File: src/rtl/sfm_ctrl_fsm_if.sv
// -----------------------------------------------------------------------------
// sfm_stream_if
// Request/grant/done link between the softmax job sequencer (master) and the
// input streamer (slave).
//
// Handshake: the master raises stream_req_o together with a stable
// stream_div_o / stream_len_o and holds all three until it samples
// stream_gnt_i high on a rising clock edge. That edge is the transfer of the
// request. stream_req_o is low from the cycle after the grant. The streamer
// later pulses stream_done_i for one cycle when the pass has finished. A done
// pulse in the same cycle as the grant belongs to that pass.
//
// Signals (direction as seen from the master / sequencer):
//   stream_req_o   out  request one stream pass
//   stream_div_o   out  pass type: 0 = read-only accumulate, 1 = read+write divide
//   stream_len_o   out  number of elements in the pass
//   stream_gnt_i   in   streamer accepted the request
//   stream_done_i  in   streamer finished the pass (one-cycle pulse)
// -----------------------------------------------------------------------------
interface sfm_stream_if #(
  parameter int LEN_W = 32
);
  logic             stream_req_o;
  logic             stream_div_o;
  logic [LEN_W-1:0] stream_len_o;
  logic             stream_gnt_i;
  logic             stream_done_i;

  modport master (
    output stream_req_o,
    output stream_div_o,
    output stream_len_o,
    input  stream_gnt_i,
    input  stream_done_i
  );

  modport slave (
    input  stream_req_o,
    input  stream_div_o,
    input  stream_len_o,
    output stream_gnt_i,
    output stream_done_i
  );
endinterface

File: src/rtl/sfm_ctrl_fsm.sv
// -----------------------------------------------------------------------------
// sfm_ctrl_fsm
// Top-level job sequencer of the softmax accelerator. A start pulse latches
// TOT_LEN and COMMANDS, then the sequencer walks the datapath through the
// clear, accumulation (max + exp-sum), reduction and division passes,
// requesting one input stream per pass from the streamer.
//
// Ports:
//   clk_i, rst_ni       clock, asynchronous active-low reset
//   start_i             job trigger pulse (only honoured in IDLE)
//   abort_i             synchronous job abort (any non-IDLE state)
//   tot_len_i           TOT_LEN register value
//   commands_i          COMMANDS bits: 0 = ACC_ONLY, 1 = DIV_ONLY, 2 = PARTIAL
//   strm                stream request/grant/done link (master side)
//   datapath_busy_i     datapath still has elements in flight
//   reducing_i          accumulator reduction tree active
//   clear_regs_o        clear datapath registers (one-cycle pulse)
//   disable_max_o       freeze the running max (division pass)
//   dividing_o          datapath is in the division pass
//   acc_finished_o      accumulation finished, start reduction (pulse)
//   busy_o              job in progress
//   done_o              job complete (one-cycle pulse)
//   err_o               last job had an illegal command combination
//   cycles_o            busy cycles of the last/current job (saturating)
//   state_dbg_o         current sequencer state encoding
//
// Every output is a flop: the next state is decoded combinationally and the
// outputs are registered from that decode, so no input reaches an output
// without passing a clock edge.
// -----------------------------------------------------------------------------
module sfm_ctrl_fsm #(
  parameter int LEN_W = 32,
  parameter int CNT_W = 32
) (
  input  logic             clk_i,
  input  logic             rst_ni,
  input  logic             start_i,
  input  logic             abort_i,
  input  logic [LEN_W-1:0] tot_len_i,
  input  logic [2:0]       commands_i,
  sfm_stream_if.master     strm,
  input  logic             datapath_busy_i,
  input  logic             reducing_i,
  output logic             clear_regs_o,
  output logic             disable_max_o,
  output logic             dividing_o,
  output logic             acc_finished_o,
  output logic             busy_o,
  output logic             done_o,
  output logic             err_o,
  output logic [CNT_W-1:0] cycles_o,
  output logic [3:0]       state_dbg_o
);

  localparam int CMD_ACC_ONLY = 0;
  localparam int CMD_DIV_ONLY = 1;
  localparam int CMD_PARTIAL  = 2;

  typedef enum logic [3:0] {
    ST_IDLE      = 4'd0,
    ST_CLEAR     = 4'd1,
    ST_ACC_REQ   = 4'd2,
    ST_ACC_WAIT  = 4'd3,
    ST_RED_PULSE = 4'd4,
    ST_RED_WAIT  = 4'd5,
    ST_DIV_REQ   = 4'd6,
    ST_DIV_WAIT  = 4'd7,
    ST_DONE      = 4'd8
  } state_t;

  state_t           state_q;
  state_t           state_n;
  logic             done_seen_q;
  logic             done_seen_n;
  logic             abort_take;
  logic             acc_only_q;
  logic             partial_q;
  logic [LEN_W-1:0] len_q;
  logic             stream_req_q;
  logic             stream_div_q;

  assign strm.stream_req_o = stream_req_q;
  assign strm.stream_div_o = stream_div_q;
  assign strm.stream_len_o = len_q;
  assign state_dbg_o       = state_q;

  // Next-state decode. Abort outranks every other transition. The done bit of
  // a stream pass is sticky from the grant cycle onward; the live pulse is
  // OR-ed in so a done arriving while the datapath is already idle is not
  // delayed by an extra cycle.
  always_comb begin
    state_n     = state_q;
    done_seen_n = 1'b0;
    abort_take  = 1'b0;
    if (state_q != ST_IDLE && abort_i) begin
      state_n    = ST_IDLE;
      abort_take = 1'b1;
    end else begin
      case (state_q)
        ST_IDLE: begin
          if (start_i) begin
            if (tot_len_i == '0) begin
              state_n = ST_DONE;
            end else if (commands_i[CMD_ACC_ONLY] && commands_i[CMD_DIV_ONLY]) begin
              state_n = ST_DONE;
            end else if (commands_i[CMD_DIV_ONLY]) begin
              state_n = ST_DIV_REQ;
            end else if (commands_i[CMD_PARTIAL]) begin
              state_n = ST_ACC_REQ;
            end else begin
              state_n = ST_CLEAR;
            end
          end
        end
        ST_CLEAR: state_n = ST_ACC_REQ;
        ST_ACC_REQ: begin
          if (strm.stream_gnt_i) begin
            state_n     = ST_ACC_WAIT;
            done_seen_n = strm.stream_done_i;
          end
        end
        ST_ACC_WAIT: begin
          done_seen_n = done_seen_q | strm.stream_done_i;
          if (done_seen_n && !datapath_busy_i) begin
            // A partial job stops after accumulation; the host reads the
            // partial sums without reduction.
            state_n = partial_q ? ST_DONE : ST_RED_PULSE;
          end
        end
        ST_RED_PULSE: state_n = ST_RED_WAIT;
        ST_RED_WAIT: begin
          if (!reducing_i && !datapath_busy_i) begin
            state_n = acc_only_q ? ST_DONE : ST_DIV_REQ;
          end
        end
        ST_DIV_REQ: begin
          if (strm.stream_gnt_i) begin
            state_n     = ST_DIV_WAIT;
            done_seen_n = strm.stream_done_i;
          end
        end
        ST_DIV_WAIT: begin
          done_seen_n = done_seen_q | strm.stream_done_i;
          if (done_seen_n && !datapath_busy_i) begin
            state_n = ST_DONE;
          end
        end
        ST_DONE: state_n = ST_IDLE;
        default: state_n = ST_IDLE;
      endcase
    end
  end

  always_ff @(posedge clk_i or negedge rst_ni) begin
    if (!rst_ni) begin
      state_q        <= ST_IDLE;
      done_seen_q    <= 1'b0;
      acc_only_q     <= 1'b0;
      partial_q      <= 1'b0;
      len_q          <= '0;
      err_o          <= 1'b0;
      cycles_o       <= '0;
      stream_req_q   <= 1'b0;
      stream_div_q   <= 1'b0;
      clear_regs_o   <= 1'b0;
      disable_max_o  <= 1'b0;
      dividing_o     <= 1'b0;
      acc_finished_o <= 1'b0;
      busy_o         <= 1'b0;
      done_o         <= 1'b0;
    end else begin
      state_q     <= state_n;
      done_seen_q <= done_seen_n;

      if (state_q == ST_IDLE && start_i) begin
        acc_only_q <= commands_i[CMD_ACC_ONLY];
        partial_q  <= commands_i[CMD_PARTIAL];
        len_q      <= tot_len_i;
        err_o      <= (tot_len_i != '0) && commands_i[CMD_ACC_ONLY] &&
                      commands_i[CMD_DIV_ONLY];
        cycles_o   <= '0;
      end else if (busy_o && cycles_o != {CNT_W{1'b1}}) begin
        cycles_o <= cycles_o + 1'b1;
      end

      // Registered decodes of the state being entered.
      busy_o         <= (state_n != ST_IDLE) && (state_n != ST_DONE);
      stream_req_q   <= (state_n == ST_ACC_REQ) || (state_n == ST_DIV_REQ);
      stream_div_q   <= (state_n == ST_DIV_REQ) || (state_n == ST_DIV_WAIT);
      dividing_o     <= (state_n == ST_DIV_REQ) || (state_n == ST_DIV_WAIT);
      disable_max_o  <= (state_n == ST_DIV_REQ) || (state_n == ST_DIV_WAIT);
      clear_regs_o   <= (state_n == ST_CLEAR) || abort_take;
      acc_finished_o <= (state_n == ST_RED_PULSE);
      done_o         <= (state_n == ST_DONE);
    end
  end

endmodule

File: src/flat_wrapper.sv
// flat-port wrapper written by rule: the top's interface ports become plain ports
module sfm_ctrl_fsm_flat 
#(
  parameter int LEN_W = 32,
  parameter int CNT_W = 32
)
  (clk_i, rst_ni, start_i, abort_i, tot_len_i, commands_i, datapath_busy_i, reducing_i, clear_regs_o, disable_max_o, dividing_o, acc_finished_o, busy_o, done_o, err_o, cycles_o, state_dbg_o, strm_stream_req_o, strm_stream_div_o, strm_stream_len_o, strm_stream_gnt_i, strm_stream_done_i);
  sfm_stream_if #(.LEN_W(LEN_W)) strm_i ();
  input  logic clk_i;
  input  logic rst_ni;
  input  logic start_i;
  input  logic abort_i;
  input  logic [LEN_W-1:0] tot_len_i;
  input  logic [2:0] commands_i;
  input  logic datapath_busy_i;
  input  logic reducing_i;
  output logic clear_regs_o;
  output logic disable_max_o;
  output logic dividing_o;
  output logic acc_finished_o;
  output logic busy_o;
  output logic done_o;
  output logic err_o;
  output logic [CNT_W-1:0] cycles_o;
  output logic [3:0] state_dbg_o;
  output wire logic [$bits(strm_i.stream_req_o)-1:0] strm_stream_req_o;
  output wire logic [$bits(strm_i.stream_div_o)-1:0] strm_stream_div_o;
  output wire logic [$bits(strm_i.stream_len_o)-1:0] strm_stream_len_o;
  input wire logic [$bits(strm_i.stream_gnt_i)-1:0] strm_stream_gnt_i;
  input wire logic [$bits(strm_i.stream_done_i)-1:0] strm_stream_done_i;
  assign strm_stream_req_o = strm_i.stream_req_o;
  assign strm_stream_div_o = strm_i.stream_div_o;
  assign strm_stream_len_o = strm_i.stream_len_o;
  assign strm_i.stream_gnt_i = strm_stream_gnt_i;
  assign strm_i.stream_done_i = strm_stream_done_i;
  sfm_ctrl_fsm #(.LEN_W(LEN_W), .CNT_W(CNT_W)) u_core (.clk_i(clk_i), .rst_ni(rst_ni), .start_i(start_i), .abort_i(abort_i), .tot_len_i(tot_len_i), .commands_i(commands_i), .strm(strm_i), .datapath_busy_i(datapath_busy_i), .reducing_i(reducing_i), .clear_regs_o(clear_regs_o), .disable_max_o(disable_max_o), .dividing_o(dividing_o), .acc_finished_o(acc_finished_o), .busy_o(busy_o), .done_o(done_o), .err_o(err_o), .cycles_o(cycles_o), .state_dbg_o(state_dbg_o));
endmodule
File: config.mk
export PLATFORM = sky130hd
export DESIGN_NAME = sfm_ctrl_fsm_flat
export DESIGN_NICKNAME = d
export VERILOG_FILES = /design/src/rtl/sfm_ctrl_fsm_if.sv /design/src/rtl/sfm_ctrl_fsm.sv /design/src/flat_wrapper.sv
export SDC_FILE = /design/constraint.sdc
export NUM_CORES = 1
export LEC_CHECK = 0
export CORE_UTILIZATION = 43
export CTS_BUF_LIST = sky130_fd_sc_hd__clkbuf_8
export CTS_CLUSTER_DIAMETER = 80
export DETAILED_ROUTE_END_ITERATION = 12
export MAX_ROUTING_LAYER = met4
export PLACE_DENSITY = 0.89
export SYNTH_ARGS = -nofsm -noshare
export SYNTH_HDL_FRONTEND = slang
export SYNTH_SLANG_ARGS = --single-unit
File: constraint.sdc
create_clock -name clk_i -period 1.92 [get_ports clk_i]
set_input_delay 0.192 -clock clk_i [delete_from_list [all_inputs] [get_ports clk_i]]
set_output_delay 0.192 -clock clk_i [all_outputs]
set_load 0.02 [all_outputs]
==> flow_results.xml <==
<?xml version="1.0" encoding="UTF-8"?>
<metrics>
  <group name="grt">
    <metric name="antenna_violations_before_repair" unit="">0</metric>
    <metric name="track_usage" unit="%">27.30</metric>
    <metric name="total_grt_overflow" unit="">0</metric>
    <metric name="maximum_number_of_pins_on_one_net_before_global_route_repair" unit="">45</metric>
    <metric name="first_global_vias" unit="">3982</metric>
    <metric name="first_pass_grt_wire_length" unit="mm">18.75</metric>
  </group>
  <group name="pwr">
    <metric name="fin_total_pwr" unit="mW">7.082</metric>
    <metric name="power_leakage" unit="nW">2.669</metric>
    <metric name="vdd_ir_drop_max" unit="V">0.0009486</metric>
    <metric name="power_density" unit="nW/um2">1164</metric>
  </group>
  <group name="logic_synthesis">
    <metric name="synth.yosys.seq_area_share" unit="%">51.37</metric>
    <metric name="synth_nets" unit="">464</metric>
    <metric name="mappedNetlistArea" unit="um2">3800</metric>
    <metric name="synth_enable_flop_cells" unit="">0</metric>
    <metric name="synth_seq_cells" unit="">78</metric>
    <metric name="synth_top_area_share" unit="%">51.37</metric>
    <metric name="synthArstFlopShare" unit="%">100.0</metric>
    <metric name="synth-main-ff-cell" unit="">dfrtp_1</metric>
    <metric name="synthCells" unit="">420</metric>
    <metric name="post-synth-top-count-cell" unit="">nand2_1</metric>
    <metric name="synth_cell_types" unit="">60</metric>
    <metric name="synthesis.area_per_instance" unit="um2">9.047</metric>
    <metric name="ys_top_cells_by_area" unit="">dfrtp_1, nand2_1, a21oi_1</metric>
    <metric name="ys_top_cells_by_count" unit="">nand2_1, dfrtp_1, nor2_1</metric>
    <metric name="yosys.area.top_type" unit="">dfrtp_1</metric>
    <metric name="yosys_warnings" unit="">0</metric>
  </group>
  <group name="place">
    <metric name="placed_area" unit="um2">5534</metric>
    <metric name="pre_cts_ws" unit="ns">-0.2858</metric>
    <metric name="gp_routability_congestion" unit="">0.8970</metric>
    <metric name="dpl.hpwl" unit="mm">8.060</metric>
    <metric name="portBuffers" unit="">119</metric>
    <metric name="dpl.cell_count" unit="">683</metric>
  </group>
  <group name="setup_path">
    <metric name="critical_path_class" unit="">reg -&gt; reg</metric>
    <metric name="critical-path-top-delay-family" unit="">simple AND/OR/NAND/NOR gates</metric>
    <metric name="worst_setup_path_start_kind" unit="">register</metric>
    <metric name="maximum_fanout_along_the_worst_path" unit="">16</metric>
    <metric name="crit_path_end_kind" unit="">register</metric>
    <metric name="timing.critical_path.arrival" unit="ns">2.24</metric>
    <metric name="slowest_delay" unit="ns">0.63</metric>
    <metric name="cp.buffers_inverters" unit="">1</metric>
    <metric name="critical_path.cell_chain" unit="">nand4_1, or4_4, o31ai_4, buf_12, xor2_2, nor2_1</metric>
    <metric name="slowest_stage" unit="">or4_4</metric>
    <metric name="critPathRequiredTime" unit="ns">2.14</metric>
  </group>
  <group name="layout">
    <metric name="syn2layout_area_growth" unit="%">60.09</metric>
    <metric name="final_design_area_no_fill" unit="um2">6083</metric>
    <metric name="drive_above_1_share" unit="%">24.51</metric>
    <metric name="finalCoreUtilization" unit="%">72.58</metric>
    <metric name="layout.cells.non_filler" unit="">717</metric>
    <metric name="final_nets" unit="">651</metric>
    <metric name="fill_cells" unit="">583</metric>
    <metric name="antenna_cells" unit="">0</metric>
  </group>
  <group name="timing">
    <metric name="setup_ws" unit="ns">-0.09660</metric>
    <metric name="finalCritPeriodShare" unit="%">105.0</metric>
    <metric name="finalSetupTns" unit="ns">-0.9189</metric>
    <metric name="slew_at_the_pin_closest_to_its_max_slew_limit" unit="ns">0.5994</metric>
    <metric name="grt_setup_unrepaired" unit="">yes</metric>
    <metric name="final_report_setup_violation_count" unit="">16</metric>
    <metric name="fin_skew" unit="ns">0.01155</metric>
    <metric name="max_slew_margin" unit="%">60.04</metric>
    <metric name="max_freq" unit="MHz">495.9</metric>
    <metric name="final_hold_viol_count" unit="">0</metric>
    <metric name="worst_hold_slack" unit="ns">0.4012</metric>
    <metric name="timing.final.crit_period" unit="ns">2.017</metric>
    <metric name="report.final.slew_viol_count" unit="">0</metric>
  </group>
  <group name="floorplanning">
    <metric name="num_rows" unit="">33</metric>
    <metric name="floorplan.die.width" unit="um">96.01</metric>
    <metric name="top_level_ports" unit="">120</metric>
    <metric name="design.die.area" unit="um2">9217</metric>
    <metric name="core_area" unit="um2">8382</metric>
    <metric name="floorplan.initialDensity" unit="%">45.34</metric>
    <metric name="fp.dieH" unit="um">96.01</metric>
  </group>
  <group name="cts">
    <metric name="cts-buffers-inserted" unit="">9</metric>
    <metric name="worst_skew_pair.late_latency" unit="ns">0.34</metric>
    <metric name="tritoncts" unit="">built</metric>
    <metric name="clk_pin_slew" unit="ns">0.09</metric>
    <metric name="clock-root-buffer" unit="">clkbuf_8</metric>
    <metric name="cts-htree-levels" unit="">3</metric>
    <metric name="clock-sinks" unit="">78</metric>
    <metric name="clock_tree.buffer_depth" unit="">2</metric>
  </group>
  <group name="routing">
    <metric name="wirelength" unit="mm">11.97</metric>
    <metric name="post-route-drc-count" unit="">0</metric>
    <metric name="avgViaCountPerCell" unit="">5.625</metric>
    <metric name="ant_nets" unit="">0</metric>
    <metric name="drt-wirelength-per-cell" unit="um">16.69</metric>
    <metric name="route.vias.total" unit="">4033</metric>
    <metric name="dr.pass1.iters" unit="">5</metric>
    <metric name="drtIter0Drc" unit="">228</metric>
  </group>
  <group name="run_status">
    <metric name="outcome" unit="">finished with violations</metric>
    <metric name="failed_checks" unit="">setup timing</metric>
  </group>
  <group name="job">
    <metric name="cap_viol_max_count" unit="">0</metric>
  </group>
  <group name="worst_hold_path">
    <metric name="worst_hold_path_type" unit="">in -&gt; async</metric>
  </group>
</metrics>
sequential cells by signal (all words and copies together) (netlist names):
register,flops
u_core.strm.stream_len_o,32
u_core.acc_only_q,1
u_core.done_o,1
u_core.partial_q,1
u_core.strm.stream_req_o,1
u_core.cycles_o,32
u_core.done_seen_q,1
u_core.acc_finished_o,1
u_core.disable_max_o,1
u_core.state_dbg_o,4
u_core.busy_o,1
u_core.err_o,1
u_core.clear_regs_o,1
area by class of cell:
type / instances / area (um2) / share of cell area [%]
clock buffers: 12 / 165.2 / 2.715
clock inverters: 4 / 53.80 / 0.8844
inverters: 11 / 41.29 / 0.6787
multi-input cells: 312 / 1904 / 31.30
flip-flops and latches: 78 / 1978 / 32.52
well taps: 105 / 131.4 / 2.160
repair buffers: 195 / 1809 / 29.74
cell usage in the layout, fill, tap and decap left out, types with 11 or more instances in the layout:
cell / Yosys / layout
o21ai_0: 17 / 16
dfrtp_1: 78 / 57
inv_1: 11 / 11
nor2_1: 22 / 21
clkbuf_8: 0 / 12
a21oi_1: 18 / 16
clkdlybuf4s50_1: 0 / 118
nand4_1: 11 / 11
buf_4: 2 / 68
nand2_1: 129 / 126
dfrtp_2: 0 / 21
timing repair:
| action | 4_1_cts | 5_1_grt |
|---|---|---|
| pin swaps | 3 | 15 |
| hold buffers | 1 | 0 |
| setup endpoints to repair | 21 | 32 |
| buffers inserted | 5 | 13 |
| endpoints found under the hold margin | 43 | 0 |
| gates resized for setup | 15 | 24 |
final timing paths:
check,endpoint,cells past startpoint,start,slack (ns)
hold reg to reg,u_core.strm.stream_len_o[26]$_DFFE_PN0P_,2,u_core.strm.stream_len_o[26]$_DFFE_PN0P_,0.48
hold / removal,u_core.done_o$_DFF_PN0_,2,rst_ni,0.40
setup reg to reg,u_core.cycles_o[0]$_DFFE_PN0P_,6,u_core.cycles_o[3]$_DFFE_PN0P_,-0.1
setup / recovery,u_core.cycles_o[0]$_DFFE_PN0P_,6,u_core.cycles_o[3]$_DFFE_PN0P_,-0.1
max in group asynchronous,u_core.cycles_o[22]$_DFFE_PN0P_,3,rst_ni,0.92
min in group clk_i,u_core.strm.stream_len_o[7]$_DFFE_PN0P_,3,tot_len_i[7],0.40
per-layer routing:
metal / global-route usage (%) / part of all wire (%) / vias to the layer above
li1: - / - / 1853
met1: 33.98 / 41 / 1948
met2: 45.86 / 50 / 196
met3: 4.028 / 6.4 / 36
met4: 8.582 / 2.5 / 0
met5: - / 0 / -
cell families (layout without fill, tap and decap cells):
family          after synthesis  after routing  synth area share, %
buf+inv                      30            222                3.589
compound gates               75             75                14.03
flops                        78             78                51.37
mux                           2              2               0.5598
simple gates                224            224                27.82
fa+ha+maj                     1              1               0.3292
xor+xnor                     10             10                2.305
where the power goes:
group / switching [mW] / internal, mW
clock network: 0.613 / 0.710
logic: 1.84 / 1.50
registers: 0.304 / 2.12
Power figures use the tool's default switching activity.
